[config.mk]
export PLATFORM = sky130hd
export DESIGN_NAME = network_output_desc_sched
export DESIGN_NICKNAME = d
export VERILOG_FILES = /design/src/rtl/network_output_desc_sched.sv
export SDC_FILE = /design/constraint.sdc
export NUM_CORES = 2
export LEC_CHECK = 0
export BUFFER_PORTS_ARGS = -buffer_cell sky130_fd_sc_hd__buf_2
export CAP_MARGIN = 0
export CORE_ASPECT_RATIO = 1.25
export CORE_MARGIN = 4
export CORE_UTILIZATION = 45
export CTS_BUF_LIST = sky130_fd_sc_hd__clkbuf_4
export DETAILED_ROUTE_END_ITERATION = 10
export PLACE_DENSITY = 0.72
export SETUP_SLACK_MARGIN = 0.5
export SYNTH_ARGS = -nofsm -noshare
export SYNTH_HDL_FRONTEND = slang
export SYNTH_SLANG_ARGS = --single-unit
[constraint.sdc]
create_clock -name i_clk -period 13.3 [get_ports i_clk]
set_clock_uncertainty 0.1 [all_clocks]
set_input_delay 3.325 -clock i_clk [delete_from_list [all_inputs] [get_ports i_clk]]
set_output_delay 3.325 -clock i_clk [all_outputs]
set_load 0.03 [all_outputs]
[src/rtl/network_output_desc_sched.sv]
// Per-port output descriptor scheduler: two-source round-robin intake into TS/BE
// queues, strict-priority TS dispatch with a gated BE class, one dispatch in flight per port.
module network_output_desc_sched #(
  parameter int unsigned PORT_NUM    = 2,
  parameter int unsigned DESC_DEPTH  = 16,
  parameter logic [2:0]  TS_TYPE_MAX = 3'd2
) (
  input  logic                                        i_clk,
  input  logic                                        i_rst,
  input  logic [48*PORT_NUM-1:0]                      iv_tsntag_host,
  input  logic [3*PORT_NUM-1:0]                       iv_pkt_type_host,
  input  logic [9*PORT_NUM-1:0]                       iv_bufid_host,
  input  logic [PORT_NUM-1:0]                         i_descriptor_wr_host,
  output logic [PORT_NUM-1:0]                         o_descriptor_ack_host,
  input  logic [48*PORT_NUM-1:0]                      iv_tsntag_network,
  input  logic [3*PORT_NUM-1:0]                       iv_pkt_type_network,
  input  logic [9*PORT_NUM-1:0]                       iv_bufid_network,
  input  logic [PORT_NUM-1:0]                         i_descriptor_wr_network,
  output logic [PORT_NUM-1:0]                         o_descriptor_ack_network,
  input  logic [PORT_NUM-1:0]                         iv_be_gate,
  output logic [9*PORT_NUM-1:0]                       ov_pkt_bufid,
  output logic [48*PORT_NUM-1:0]                      ov_tsntag,
  output logic [3*PORT_NUM-1:0]                       ov_pkt_type,
  output logic [PORT_NUM-1:0]                         o_pkt_bufid_wr,
  input  logic [PORT_NUM-1:0]                         i_pkt_bufid_ack,
  output logic [PORT_NUM-1:0]                         o_pkt_output_pulse,
  output logic [($clog2(DESC_DEPTH)+1)*PORT_NUM-1:0]  ov_ts_used,
  output logic [($clog2(DESC_DEPTH)+1)*PORT_NUM-1:0]  ov_be_used
);

  localparam int unsigned AW = $clog2(DESC_DEPTH);
  localparam int unsigned UW = AW + 1;
  localparam int unsigned DW = 60;

  typedef enum logic [1:0] {
    S_IDLE,
    S_LOAD,
    S_WAIT_ACK
  } state_e;

  for (genvar p = 0; p < PORT_NUM; p++) begin : g_port
    logic [DW-1:0] h_data, n_data, push_data, pop_data;
    logic          h_is_ts, n_is_ts;

    logic [DW-1:0] ts_mem [DESC_DEPTH];
    logic [DW-1:0] be_mem [DESC_DEPTH];
    logic [UW-1:0] ts_wptr_q, ts_wptr_d, ts_rptr_q, ts_rptr_d;
    logic [UW-1:0] be_wptr_q, be_wptr_d, be_rptr_q, be_rptr_d;
    logic [UW-1:0] ts_used_q, ts_used_d, be_used_q, be_used_d;
    logic          ts_full, ts_empty, be_full, be_empty;
    logic          ts_room, be_room;
    logic          ts_push, be_push, ts_pop, be_pop;

    logic          ack_h_q, ack_h_d, ack_n_q, ack_n_d;
    logic          rr_q, rr_d;
    logic          h_elig, n_elig, grant_h, grant_n;

    state_e        state_q, state_d;
    logic          wr_q, wr_d;
    logic [DW-1:0] out_q, out_d;
    logic          pulse;

    assign h_data  = {iv_tsntag_host[p*48 +: 48], iv_pkt_type_host[p*3 +: 3],
                      iv_bufid_host[p*9 +: 9]};
    assign n_data  = {iv_tsntag_network[p*48 +: 48], iv_pkt_type_network[p*3 +: 3],
                      iv_bufid_network[p*9 +: 9]};
    assign h_is_ts = (iv_pkt_type_host[p*3 +: 3] <= TS_TYPE_MAX);
    assign n_is_ts = (iv_pkt_type_network[p*3 +: 3] <= TS_TYPE_MAX);

    assign ts_empty = (ts_wptr_q == ts_rptr_q);
    assign be_empty = (be_wptr_q == be_rptr_q);
    assign ts_full  = (ts_wptr_q[AW-1:0] == ts_rptr_q[AW-1:0]) && (ts_wptr_q[AW] != ts_rptr_q[AW]);
    assign be_full  = (be_wptr_q[AW-1:0] == be_rptr_q[AW-1:0]) && (be_wptr_q[AW] != be_rptr_q[AW]);

    // Pop decisions depend only on queue state and the gate, so a full queue
    // being popped this cycle can still accept a push without a comb loop.
    assign ts_room = !ts_full || ts_pop;
    assign be_room = !be_full || be_pop;

    assign h_elig = i_descriptor_wr_host[p] && !ack_h_q && (h_is_ts ? ts_room : be_room);
    assign n_elig = i_descriptor_wr_network[p] && !ack_n_q && (n_is_ts ? ts_room : be_room);

    always_comb begin
      grant_h = 1'b0;
      grant_n = 1'b0;
      rr_d    = rr_q;
      if (h_elig && n_elig) begin
        grant_h = !rr_q;
        grant_n = rr_q;
        rr_d    = !rr_q;
      end else if (h_elig) begin
        grant_h = 1'b1;
        rr_d    = 1'b1;
      end else if (n_elig) begin
        grant_n = 1'b1;
        rr_d    = 1'b0;
      end
    end

    assign ack_h_d   = grant_h;
    assign ack_n_d   = grant_n;
    assign push_data = grant_n ? n_data : h_data;
    assign ts_push   = (grant_h && h_is_ts) || (grant_n && n_is_ts);
    assign be_push   = (grant_h && !h_is_ts) || (grant_n && !n_is_ts);

    always_comb begin
      state_d = state_q;
      wr_d    = wr_q;
      ts_pop  = 1'b0;
      be_pop  = 1'b0;
      pulse   = 1'b0;
      unique case (state_q)
        S_IDLE: begin
          if (!ts_empty) begin
            ts_pop  = 1'b1;
            wr_d    = 1'b1;
            state_d = S_LOAD;
          end else if (!be_empty && iv_be_gate[p]) begin
            be_pop  = 1'b1;
            wr_d    = 1'b1;
            state_d = S_LOAD;
          end
        end
        S_LOAD: begin
          state_d = S_WAIT_ACK;
        end
        S_WAIT_ACK: begin
          if (i_pkt_bufid_ack[p]) begin
            wr_d    = 1'b0;
            pulse   = 1'b1;
            state_d = S_IDLE;
          end
        end
        default: begin
          wr_d    = 1'b0;
          state_d = S_IDLE;
        end
      endcase
    end

    assign pop_data = ts_pop ? ts_mem[ts_rptr_q[AW-1:0]] : be_mem[be_rptr_q[AW-1:0]];
    assign out_d    = (ts_pop || be_pop) ? pop_data : out_q;

    always_comb begin
      ts_wptr_d = ts_push ? ts_wptr_q + UW'(1) : ts_wptr_q;
      be_wptr_d = be_push ? be_wptr_q + UW'(1) : be_wptr_q;
      ts_rptr_d = ts_pop  ? ts_rptr_q + UW'(1) : ts_rptr_q;
      be_rptr_d = be_pop  ? be_rptr_q + UW'(1) : be_rptr_q;
      ts_used_d = ts_used_q;
      be_used_d = be_used_q;
      if (ts_push && !ts_pop) begin
        ts_used_d = ts_used_q + UW'(1);
      end else if (!ts_push && ts_pop) begin
        ts_used_d = ts_used_q - UW'(1);
      end
      if (be_push && !be_pop) begin
        be_used_d = be_used_q + UW'(1);
      end else if (!be_push && be_pop) begin
        be_used_d = be_used_q - UW'(1);
      end
    end

    always_ff @(posedge i_clk) begin
      if (ts_push) begin
        ts_mem[ts_wptr_q[AW-1:0]] <= push_data;
      end
      if (be_push) begin
        be_mem[be_wptr_q[AW-1:0]] <= push_data;
      end
    end

    always_ff @(posedge i_clk or posedge i_rst) begin
      if (i_rst) begin
        ts_wptr_q <= '0;
        ts_rptr_q <= '0;
        be_wptr_q <= '0;
        be_rptr_q <= '0;
        ts_used_q <= '0;
        be_used_q <= '0;
        ack_h_q   <= 1'b0;
        ack_n_q   <= 1'b0;
        rr_q      <= 1'b0;
        state_q   <= S_IDLE;
        wr_q      <= 1'b0;
        out_q     <= '0;
      end else begin
        ts_wptr_q <= ts_wptr_d;
        ts_rptr_q <= ts_rptr_d;
        be_wptr_q <= be_wptr_d;
        be_rptr_q <= be_rptr_d;
        ts_used_q <= ts_used_d;
        be_used_q <= be_used_d;
        ack_h_q   <= ack_h_d;
        ack_n_q   <= ack_n_d;
        rr_q      <= rr_d;
        state_q   <= state_d;
        wr_q      <= wr_d;
        out_q     <= out_d;
      end
    end

    assign o_descriptor_ack_host[p]    = ack_h_q;
    assign o_descriptor_ack_network[p] = ack_n_q;
    assign o_pkt_bufid_wr[p]           = wr_q;
    assign o_pkt_output_pulse[p]       = pulse;
    assign ov_tsntag[p*48 +: 48]       = out_q[59:12];
    assign ov_pkt_type[p*3 +: 3]       = out_q[11:9];
    assign ov_pkt_bufid[p*9 +: 9]      = out_q[8:0];
    assign ov_ts_used[p*UW +: UW]      = ts_used_q;
    assign ov_be_used[p*UW +: UW]      = be_used_q;
  end

endmodule

Yosys cells after proc, flatten, opt, wreduce, memory -nomap -nowiden
Memory sizes are Yosys's and may differ from the RTL's.
Index checks and enable logic that the tools add are counted.
{ "totals": {"regBits": 192, "ram_bits": 3840, "in_bits": 250, "output_inout_bits": 148, "word_cells": 218, "memories": 4} }
{ "memory_table": {"columns": ["memory", "words", "word_bits", "read_ports", "rd_ports_with_merged_regs", "wr", "line", "text"], "rows": [
  ["g_port[0].be_mem", 16, 60, 1, 0, 1, "46", "logic [DW-1:0] be_mem [DESC_DEPTH];"],
  ["g_port[0].ts_mem", 16, 60, 1, 0, 1, "45", "logic [DW-1:0] ts_mem [DESC_DEPTH];"],
  ["g_port[1].be_mem", 16, 60, 1, 0, 1, "46", null],
  ["g_port[1].ts_mem", 16, 60, 1, 0, 1, "45", null]
]} }
{ "classes": {"addsub": 16, "magnitude_cmp": 4, "n_eq_ne": 20, "muxes": 70, "n_bitwise": 2, "reduce_logical": 78} }
{ "ops": {"columns": ["cell", "n"], "rows": [
  ["two-way mux 60 bit", 4],
  ["adder 5 x 1 -> 5 bit (second input constant)", 12],
  ["two-way mux 1 bit", 48],
  ["two-way mux 5 bit", 8],
  ["logical AND 1 bit", 32],
  ["logical NOT 1 bit", 24],
  ["equality test 5 bit", 4],
  ["subtractor 5 x 1 -> 5 bit (second input constant)", 4],
  ["equality test 4 bit", 4],
  ["less-or-equal comparator 3 x 2 -> 1 bit (second input constant)", 4],
  ["two-way mux 2 bit", 6],
  ["case mux 2 bit (3 select lines)", 2],
  ["logical OR 1 bit", 10],
  ["nonzero test 2 bit", 4],
  ["inequality test 3 bit (second input constant)", 2],
  ["case mux 1 bit (3 select lines)", 2],
  ["AND reduction 3 bit", 2],
  ["nonzero test 3 bit", 2],
  ["equality test 2 x 1 -> 1 bit (second input constant)", 2],
  ["equality test 2 bit (second input constant)", 2],
  ["logical NOT 2 bit", 2],
  ["inequality test 1 bit", 4],
  ["inequality test 2 bit (second input constant)", 2],
  ["AND reduction 2 bit", 2],
  ["NOT 1 bit", 2]
]} }

Logic depth before layout (Yosys ltp)
{ "logic_depth": {"ltp_word": 18, "depth_mapped": 17} }

Worst setup path before layout
Ideal clock, no wire load.
{ "synth_path": {"path_kind": "input to register", "startpoint": "input port iv_be_gate[0]", "endpoint": "memory g_port[0].ts_mem[0][0] (enable)", "setup_ns": 0.647, "arrival_time_ns": 10.712, "required_ns": 12.553, "setup_slack_ns": 1.841, "stages": 6, "n_path_buf": 1, "cell_sequence": "and3_1 a211oi_2 a21oi_1 o32a_1 buf_2 nor4b_1"} }
{ "synth_between": {"elab_chain_cells": 14, "word_cells_on_any_way": 20, "classes_between": "mux (12); reduce/logical (8)"} }
{ "synth_lines": {"columns": ["item", "line", "text"], "rows": [
  ["start: declaration", "20", "input logic [PORT_NUM-1:0] iv_be_gate,"],
  ["logical AND 1 bit (*)", "118", "end else if (!be_empty && iv_be_gate[p]) begin"],
  ["two-way mux 1 bit (*)", "118", null],
  ["two-way mux 1 bit (*)", "114", "if (!ts_empty) begin"],
  ["two-way mux 1 bit (*)", "112", "unique case (state_q)"],
  ["logical OR 1 bit (*)", "78", "assign be_room = !be_full || be_pop;"],
  ["two-way mux 1 bit", "81", "assign n_elig = i_descriptor_wr_network[p] && !ack_n_q && (n_is_ts ? ts_room : be_room);"],
  ["logical AND 1 bit", "81", null],
  ["two-way mux 1 bit", "94", "end else if (n_elig) begin"],
  ["two-way mux 1 bit", "91", "end else if (h_elig) begin"],
  ["two-way mux 1 bit", "87", "if (h_elig && n_elig) begin"],
  ["logical AND 1 bit", "103", "assign ts_push = (grant_h && h_is_ts) || (grant_n && n_is_ts);"],
  ["logical OR 1 bit (*)", "103", null],
  ["two-way mux 1 bit (*)", "164", "if (ts_push) begin"],
  ["two-way mux 1 bit (not written as such) (*)", "165", "ts_mem[ts_wptr_q[AW-1:0]] <= push_data;"],
  ["end: declaration", "45", null]
]} }
Mark *: on every way between the ends. The rest lies on a longest branch, timed or not.

Worst setup path in the final report
{ "layout_path": {"startpoint": "input port i_pkt_bufid_ack[0]", "endpoint": "output port o_pkt_output_pulse[0]"} }
{ "layout_between": {"elab_chain_cells": 2} }
{ "layout_lines": {"columns": ["item", "line", "text"], "rows": [
  ["start: declaration", "25", "input logic [PORT_NUM-1:0] i_pkt_bufid_ack,"],
  ["two-way mux 1 bit", "128", "if (i_pkt_bufid_ack[p]) begin"],
  ["two-way mux 1 bit", "112", null],
  ["end: declaration", "26", "output logic [PORT_NUM-1:0] o_pkt_output_pulse,"]
]} }
Every way passes these cells.

==> reports/qor.csv <==
stage,metric,value,unit
status,outcome,"complete, no violations",
synthesis,most frequent cell after synthesis,edfxtp_1,
synthesis,number of synthesized register bits,4032,
global_routing,grt total ovfl,0,
clock_tree,clk buf depth,4,
setup_path,required time worst endpoint,9.88,ns
setup_path,Setup CP Type,in2out,
synthesis,cell count after synthesis,6939,
clock_tree,total clock buffers created by CTS,931,
drt,Residual DRC,0,
clock_tree,Root Driver,clkbuf_4,
synthesis,"EDFF count, synth",3840,
finish,P&R area growth vs syn,13.0,%
drt,post-DR wirelength/cell,30.1,um
drt,ANT nets after route,0,
job,Max Cap Viol,0,
clock_tree,post-CTS sizing,0,
die,die width,534,um
global_routing,Tot GR Track Use,0.227,
timing,fin crit share,0.540,
clock_tree,"Clk Latency, worst-skew pair",1.63,ns
drt,1st-iter DRT viols,9236,
place,Placed Cells,11716,
power,Leak,56.4,nW
clock_tree,Sink Count,4032,
place,GPL Wtd Cong,0.845,
synthesis,post-synth cell types,57,
global_routing,vias in the first global route,83190,
clock_tree,H-tree level count,6,
place,dpl ws,5.59,ns
timing,Fin Setup TNS,0,ns
timing,Final Hold Vio Count,0,
place,DP HPWL,228,mm
timing,Slew Limit Headroom,0.0931,
synthesis,ys flop type,edfxtp_1,
timing,Max Transition Viols Final,0,
setup_path,CP max FO,2,
clock_tree,CTS tree,built,
global_routing,first-pass GRT wire length,583,mm
clock_tree,Post-CTS Setup Bufs,0,
synthesis,most frequent cells after synthesis,"3840 x edfxtp_1, 1005 x mux4_2, 223 x clkbuf_1, 202 x a21oi_1, 192 x dfrtp_1",
setup_path,crit start category,input pin,
timing,actual slew at the worst max-slew pin,1.36,ns
global_routing,initial antenna violation count,75,
timing,Final min period,7.19,ns
place,dpl cell area,164000,sq um
drt,DR vias/cell,5.95,
synthesis,Mean Syn Cell Area,22.4,sq um
finish,fraction of layout cells with a size suffix above 1,0.362,
synthesis,cell taking the most area after synthesis,edfxtp_1,
power,P per Cell Area,207,nW/um^2
power,Peak VDD IR,217,uV
die,DIE HEIGHT,666,um
timing,RSZ-0062 raised after global routing,no,
synthesis,"top cells by area, synth","edfxtp_1 74%, mux4_2 15%, dfrtp_1 3.1%, mux2i_1 1.0%, mux2_1 0.85%",
clock_tree,Worst-path clk slew,0.06,ns
die,DIE AREA,356000,sq um
finish,Final nets,8323,
drt,final WL,406,mm
synthesis,YS warnings,0,
finish,non-filler cells in the finished layout,13501,
setup_path,CP endpoint kind,output pin,
timing,Setup WS post-layout,6.11,ns
min_path,Hold WC Path Type,reg2reg,
timing,Achievable Freq,139,MHz
synthesis,fraction of registers with async set/reset,0.0476,
clock_tree,hold buffers post-CTS,0,
synthesis,Netlist Area Pre-Place,156000,sq um
die,Ports,398,
die,Std-Cell Rows,241,
global_routing,largest net degree at the start of global routing,125,
synthesis,Synth top area share,0.740,
die,initial core utilization,0.452,
place,PortBufs,397,
drt,Vias,80275,
synthesis,"Seq/Total Area, Yosys",0.771,
drt,DRT Pass-1 Iters,6,
finish,Final Cell Area,176000,sq um
die,CORE AREA,345000,sq um
setup_path,CP Data Arrival Time,3.76,ns
timing,final setup violation count,0,
synthesis,Mapped Nets,7230,
power breakdown:
part | switching (mW) | total, mW | internal [mW]
combinational | 5.92 | 10.0 | 4.09
sequential | 0.836 | 16.5 | 15.6
clock | 4.80 | 9.92 | 5.12
total | 11.6 | 36.4 | 24.8
registers in the layout, indices dropped and copies added, names as in the netlist:
signal and count:
g_port.ts_wptr_q 10, g_port.ts_mem 1920, g_port.state_q 4, g_port.ack_h_q 2, g_port.ts_rptr_q 10, g_port.ts_used_q 10
g_port.ack_n_q 2, g_port.wr_q 2, g_port.be_mem 1920, g_port.be_rptr_q 10, g_port.be_wptr_q 10, g_port.be_used_q 10
g_port.rr_q 2, g_port.out_q 120
kinds of logic after synthesis:
logic type                 after synthesis  share of synthesized area
DFF                                   4032                      0.771
xor gates and xnor gates                72                    0.00405
buffers and inverters                  437                     0.0118
AOI/OAI and AO/OA                      613                     0.0273
and+or+nand+nor                        416                     0.0147
muxes                                 1328                      0.167
adders and majority gates               41                    0.00349
cells in the final DEF, fill, tap and decap left out, types with 159 or more instances in the layout:
master | netlist | layout
dfrtp_1 | 192 | 176
mux4_2 | 1005 | 1005
a21oi_1 | 202 | 202
buf_4 | 8 | 166
edfxtp_1 | 3840 | 3840
clkbuf_4 | 0 | 1386
buf_2 | 62 | 397
clkinv_1 | 0 | 264
mux2i_1 | 159 | 159
a211oi_1 | 161 | 161
final timing paths:
kind                                   startpoint                     end  slack, ns  cells past startpoint
hold / removal             g_port[1].be_used_q[4]  g_port[1].be_used_q[4]       0.37                      1
hold reg to reg            g_port[1].be_used_q[4]  g_port[1].be_used_q[4]       0.37                      1
max in group asynchronous                   i_rst  g_port[0].be_rptr_q[1]       9.65                      3
setup reg to reg           g_port[0].be_rptr_q[2]  g_port[0].ts_mem[6][4]       7.62                      8
min in group asynchronous                   i_rst     g_port[1].out_q[52]       1.88                      2
setup / recovery               i_pkt_bufid_ack[0]   o_pkt_output_pulse[0]       6.11                      4
routing by layer:
metal | up-vias | global-route usage | share of wire
li1 | 32338 | - | -
met1 | 41866 | 0.284 | 0.34
met2 | 5168 | 0.377 | 0.50
met3 | 893 | 0.0608 | 0.12
met4 | 10 | 0.0917 | 0.041
met5 | - | 0 | 0.00018
final cells by class:
type,instances,area (sq um)
antenna,40,100
clock buffer,1386,10400
clock inverter,359,1980
fill,26603,169000
inverter,29,126
multi-input combinational,2470,34200
sequential,4032,120000
tap,4617,5780
timing repair buffer,568,3330
worst max-delay path: stages:
cell     delay [ns]
buf_2          0.09
nand2_1        0.04
nor2_1         0.10
buf_2          0.21
stage by stage:
step / utilization / hold WS (ns) / total power [mW]
global route: 0.511 / 0.386 / 38.0
CTS: 0.511 / 0.373 / 36.7
finish: 0.511 / 0.372 / 36.4
detailed placement: 0.475 / 0.353 / 26.8
floorplan: - / 0.362 / 23.4
global placement: 0.475 / 0.353 / 26.5
Power figures use the tool's default switching activity.
